[src/rtl/ifu_fetch_pkg.sv]
`default_nettype none
// ============================================================================
// Module      : ifu_fetch_pkg
// Description : Shared miniRV constants and the fetch-stage state encoding.
// Revision    : 1.0 - initial release
// ============================================================================
package ifu_fetch_pkg;

  localparam int unsigned XLEN       = 32;
  localparam int unsigned ILEN       = 32;
  localparam int unsigned INSN_BYTES = 4;

  // Must match the reset value of the PC register.
  localparam logic [XLEN-1:0] RESET_PC = 32'h8000_0000;

  typedef enum logic [1:0] {
    S_IDLE = 2'd0,
    S_REQ  = 2'd1,
    S_WAIT = 2'd2,
    S_HOLD = 2'd3
  } ifu_state_t;

endpackage : ifu_fetch_pkg
`default_nettype wire

[src/rtl/ifu_fetch.sv]
`default_nettype none
// ============================================================================
// Module      : ifu_fetch
// Description : miniRV instruction fetch: next-PC select, one-deep imem
//               request/response sequencing and decode hand-off.
// Revision    : 1.0 - initial release
// ============================================================================
module ifu_fetch #(
  parameter int unsigned         XLEN       = ifu_fetch_pkg::XLEN,
  parameter logic [XLEN-1:0]     INITIAL_PC = ifu_fetch_pkg::RESET_PC
) (
  input  logic            clock,
  input  logic            reset_n,
  input  logic [XLEN-1:0] pc_addr,
  output logic [XLEN-1:0] next_pc,
  input  logic            redirect_valid,
  input  logic [XLEN-1:0] redirect_pc,
  output logic            req_valid,
  input  logic            req_ready,
  output logic [XLEN-1:0] req_addr,
  input  logic            resp_valid,
  output logic            resp_ready,
  input  logic [31:0]     resp_data,
  input  logic            resp_err,
  output logic            inst_valid,
  input  logic            inst_ready,
  output logic [31:0]     inst,
  output logic [XLEN-1:0] inst_pc,
  output logic            inst_fault
);

  import ifu_fetch_pkg::ifu_state_t;
  import ifu_fetch_pkg::S_IDLE;
  import ifu_fetch_pkg::S_REQ;
  import ifu_fetch_pkg::S_WAIT;
  import ifu_fetch_pkg::S_HOLD;
  import ifu_fetch_pkg::INSN_BYTES;

  localparam logic [XLEN-1:0] C_STEP = XLEN'(INSN_BYTES);

  ifu_state_t      state_q;
  logic            kill_q;
  logic [XLEN-1:0] req_addr_q;
  logic [31:0]     inst_q;
  logic [XLEN-1:0] inst_pc_q;
  logic            fault_q;
  logic [XLEN-1:0] next_pc_d;

  // Targets are forced word-aligned; the dropped low bits are intentionally ignored.
  logic unused_redirect_lsbs;
  assign unused_redirect_lsbs = ^redirect_pc[1:0];

  always_comb begin
    next_pc_d = pc_addr;
    if (redirect_valid) begin
      next_pc_d = {redirect_pc[XLEN-1:2], 2'b00};
    end else if ((state_q == S_HOLD) && inst_ready) begin
      next_pc_d = pc_addr + C_STEP;
    end
  end

  assign next_pc    = next_pc_d;
  assign req_valid  = (state_q == S_REQ);
  assign resp_ready = (state_q == S_WAIT);
  assign inst_valid = (state_q == S_HOLD);
  assign req_addr   = req_addr_q;
  assign inst       = inst_q;
  assign inst_pc    = inst_pc_q;
  assign inst_fault = fault_q;

  always_ff @(posedge clock or negedge reset_n) begin
    if (!reset_n) begin
      state_q    <= S_IDLE;
      kill_q     <= 1'b0;
      req_addr_q <= INITIAL_PC;
      inst_q     <= 32'h0;
      inst_pc_q  <= INITIAL_PC;
      fault_q    <= 1'b0;
    end else begin
      case (state_q)
        S_IDLE: begin
          state_q    <= S_REQ;
          req_addr_q <= next_pc_d;
        end
        S_REQ: begin
          // A posted request cannot be withdrawn, so a redirect only marks it stale.
          if (redirect_valid) begin
            kill_q <= 1'b1;
          end
          if (req_ready) begin
            state_q <= S_WAIT;
          end
        end
        S_WAIT: begin
          if (resp_valid) begin
            if (kill_q || redirect_valid) begin
              kill_q     <= 1'b0;
              state_q    <= S_REQ;
              req_addr_q <= next_pc_d;
            end else begin
              inst_q    <= resp_data;
              inst_pc_q <= req_addr_q;
              fault_q   <= resp_err;
              state_q   <= S_HOLD;
            end
          end else if (redirect_valid) begin
            kill_q <= 1'b1;
          end
        end
        S_HOLD: begin
          if (redirect_valid || inst_ready) begin
            state_q    <= S_REQ;
            req_addr_q <= next_pc_d;
          end
        end
        default: begin
          state_q <= S_IDLE;
        end
      endcase
    end
  end

endmodule : ifu_fetch
`default_nettype wire

[config.mk]
export PLATFORM = sky130hd
export DESIGN_NAME = ifu_fetch
export DESIGN_NICKNAME = d
export VERILOG_FILES = /design/src/rtl/ifu_fetch_pkg.sv /design/src/rtl/ifu_fetch.sv
export SDC_FILE = /design/constraint.sdc
export NUM_CORES = 1
export LEC_CHECK = 0
export ABC_AREA = 1
export BUFFER_PORTS_ARGS = -buffer_cell sky130_fd_sc_hd__buf_2
export CORE_MARGIN = 1
export CORE_UTILIZATION = 30
export DETAILED_ROUTE_END_ITERATION = 8
export PLACE_DENSITY = 0.56
export REMOVE_ABC_BUFFERS = 1
export SLEW_MARGIN = 25
export SYNTH_ARGS = -nofsm -noshare
export SYNTH_HDL_FRONTEND = slang
export SYNTH_SLANG_ARGS = --single-unit
[constraint.sdc]
create_clock -name clock -period 5.3 [get_ports clock]
set_input_delay 1.06 -clock clock [delete_from_list [all_inputs] [get_ports clock]]
set_output_delay 1.06 -clock clock [all_outputs]
set_load 0.005 [all_outputs]
==> metrics.cfg <==
[worst_hold_path]
min_path_cells = 2
hold_end = req_addr[31]$_DFFE_PN1P_
min-delay-start = req_addr[31]$_DFFE_PN1P_
hp-class = reg -> reg

[yosys]
synth_warnings = 0
ys_types = 38
syn-instance-count = 585
ys.flop_type = dfrtp_1
synth_edf_count = 0
syn_area_per_cell_um2 = 8.90
netlist_area_um2 = 5210
async_reset_ff_frac = 1.00
synth_seq_cells = 100
yosysSeqAreaShare = 0.481

[clock_network]
post_cts_buffers = 0
cts_made_buffers = 9
clk_pin_slew_ns = 0.07
holdBufCountCts = 0
h-tree-depth = 3
clkSinkCount = 100
cts_tree = built
clockRootBuffer = clkbuf_16
insertion_delay_ns = 0.36
cts-resized-gates = 0
clockBufferDepth = 2

[setup_path]
cpMostUsedCell = buf_2
cp_top_family = buffers and inverters
r2r_cells = 7
cp.required_ns = 4.24
cp_num_buf_inv = 4
slowest_stage = buf_2
critical_path.max_fanout = 32
critical_path_class = in -> out
reg2reg_to = req_addr[22]$_DFFE_PN0P_
path_cells = buf_2 > inv_1 > buf_4 > or2_2 > a21boi_0 > buf_2
cp-end-kind = output pin
r2r_setup_slack_ns = 2.64
crit_start = redirect_valid
arrival_ns = 3.01
startpoint_type = input port
critical-path-max-stage-delay_ns = 0.57
reg2reg_from = state_q[0]$_DFFE_PN0P_

[sta]
min_period_ns = 4.07
final.setup.tns_ns = 0
holdWs_ns = 0.479
tightest_slew_ns = 0.892
finalCritPeriodShare = 0.767
max_freq_mhz = 246
slew_headroom = 0.405
hold_viol = 0
rsz0062_at_grt = false
setup_viol = 0
clock_skew_ns = 0.00786
maxSlewViolCount = 0

[floorplanning]
die_h_um = 134
dieArea_um2 = 17900
die_w_um = 134
pin_count = 235
rows = 47
initial_core_util = 0.311
core_area_um2 = 16800

[power_and_ir_drop]
seqPwrFrac = 0.426
internal_power_mw = 1.93
power_density_nw_per_um2 = 435
power.share.clock = 0.218
netSwitchingFraction = 0.353
p_switching_mw = 1.05
p_leak_nw = 3.74
max-vdd-ir-drop_v = 0.000231
pwr-share-comb = 0.356

[flow_run]
maxCapViolations = 0

[drt]
wl_per_cell_um = 14.8
vias = 4617
drtIter0Drc = 185
drc = 0
vias_per_cell = 4.46
wl_mm = 15.3
ant_nets = 0
dr.pass1.iters = 4

[global_route]
grt_pass1_wl_mm = 23.8
grt_pass1_vias = 4568
overflow = 0
antenna_found_initial = 2
gr-usage-all-layers = 0.174
grt_max_degree = 52

[placement]
dpl.hpwl_mm = 11.5
port_buffers = 232
gp_congestion = 0.804

[finish]
multiInputGateArea_um2 = 2400
regArea_um2 = 2500
nets = 917
drive_gt1_frac = 0.427
area_growth_pct = 31.5
finalCoreUtilization = 0.409
fill_cells = 1776

[status]
run_status = complete, no violations

==> per-stage QoR <==
step	power, mW	instances	cell area, µm²	setup WS, ns
final	2.98	1035	6850	1.23
after CTS	3.04	1033	6840	1.18
after floorplan	1.80	563	5090	1.59
after global placement	2.35	1018	6560	1.20
after detailed placement	2.38	1018	6560	1.18
after global routing	3.22	1033	6840	1.09
==> worst reg2reg max path: stages, from the launching register on <==
cell and delay, ns:
dfrtp_1 0.43, inv_1 0.06, ha_1 0.28, a22oi_1 0.24, nand2_1 0.43, inv_2 0.83
nand3_1 0.19, o21ai_1 0.11
==> per-layer routing <==
layer / track usage / vias up / wire [µm]
met4: 0.0619 / 0 / 206
met1: 0.210 / 2118 / 6770
met5: 0 / - / 0
met2: 0.300 / 145 / 7310
li1: - / 2343 / -
met3: 0.0422 / 11 / 985
==> power by group through the flow <==
stage / clock (mW) / combinational (mW) / sequential (mW)
final: 0.650 / 1.06 / 1.27
after CTS: 0.675 / 1.09 / 1.27
after detailed placement: 0 / 1.09 / 1.29
after floorplan: 0 / 0.490 / 1.31
after global routing: 0.700 / 1.21 / 1.31
after global placement: 0 / 1.08 / 1.27
==> sequential cells by signal, summed over array words and instances (netlist names) <==
register / cells
state_q: 2
req_addr: 32
inst_fault: 1
inst: 32
inst_pc: 32
kill_q: 1
==> worst max path at each step <==
stage / to / cells after the start
final: next_pc[19] / 6
after global routing: next_pc[19] / 6
after CTS: next_pc[19] / 6
after detailed placement: next_pc[19] / 6
after global placement: next_pc[19] / 6
after floorplan: inst[0]$_DFFE_PN0P_ / 3
==> synth_stat cells (5+ instances only) <==
master | instances | area [µm²]
dfrtp_1 | 98 | 2450
nand2_2 | 9 | 56.3
nor2_4 | 7 | 78.8
o21ai_0 | 35 | 175
nand4_1 | 6 | 37.5
o21ai_1 | 15 | 75.1
inv_1 | 50 | 188
or2_2 | 10 | 62.6
a21boi_1 | 5 | 37.5
nor2_2 | 9 | 56.3
nor2_1 | 31 | 116
nand2_1 | 155 | 582
ha_1 | 5 | 62.6
clkbuf_1 | 6 | 22.5
buf_2 | 11 | 55.1
nand3_1 | 36 | 180
mux2_2 | 46 | 518
xor2_1 | 8 | 70.1
==> cell type report <==
cell class / instances / area share
Clock buffer: 9 / 0.0329
Timing Repair Buffer: 235 / 0.173
Sequential cell: 100 / 0.366
Multi-Input combinational cell: 411 / 0.350
Clock inverter: 6 / 0.00840
Antenna cell: 2 / 0.000731
Inverter: 52 / 0.0285
Tap cell: 220 / 0.0402
==> placed cells by master (no fill, tap or decap), types with 4 or more instances in the layout <==
| master | count |
|---|---|
| o21ai_0 | 35 |
| xor2_1 | 8 |
| dfrtp_1 | 98 |
| nand3_1 | 35 |
| nand4_1 | 6 |
| buf_2 | 231 |
| clkbuf_16 | 9 |
| o21ai_1 | 15 |
| or2_2 | 10 |
| a21oi_1 | 4 |
| nand2_2 | 9 |
| buf_4 | 4 |
| xnor2_1 | 4 |
| o21ai_2 | 4 |
| inv_1 | 50 |
| nand3_2 | 4 |
| a21boi_1 | 5 |
| nand2_1 | 155 |
| mux2_2 | 46 |
| clkinv_4 | 4 |
| nor2_4 | 7 |
| nor2_2 | 9 |
| ha_1 | 5 |
| nor2_1 | 31 |
==> cells by family (layout without fill, tap and decap cells) <==
group,after synthesis,count (layout),synth area share
AOI/OAI and AO/OA,72,72,0.0783
xor gates and xnor gates,12,12,0.0202
adders and majority gates,5,5,0.0120
buffers and inverters,74,302,0.0610
DFF,100,100,0.481
muxes,46,46,0.0994
other,0,2,0
and+or+nand+nor,276,276,0.248
Power figures use the tool's default switching activity.
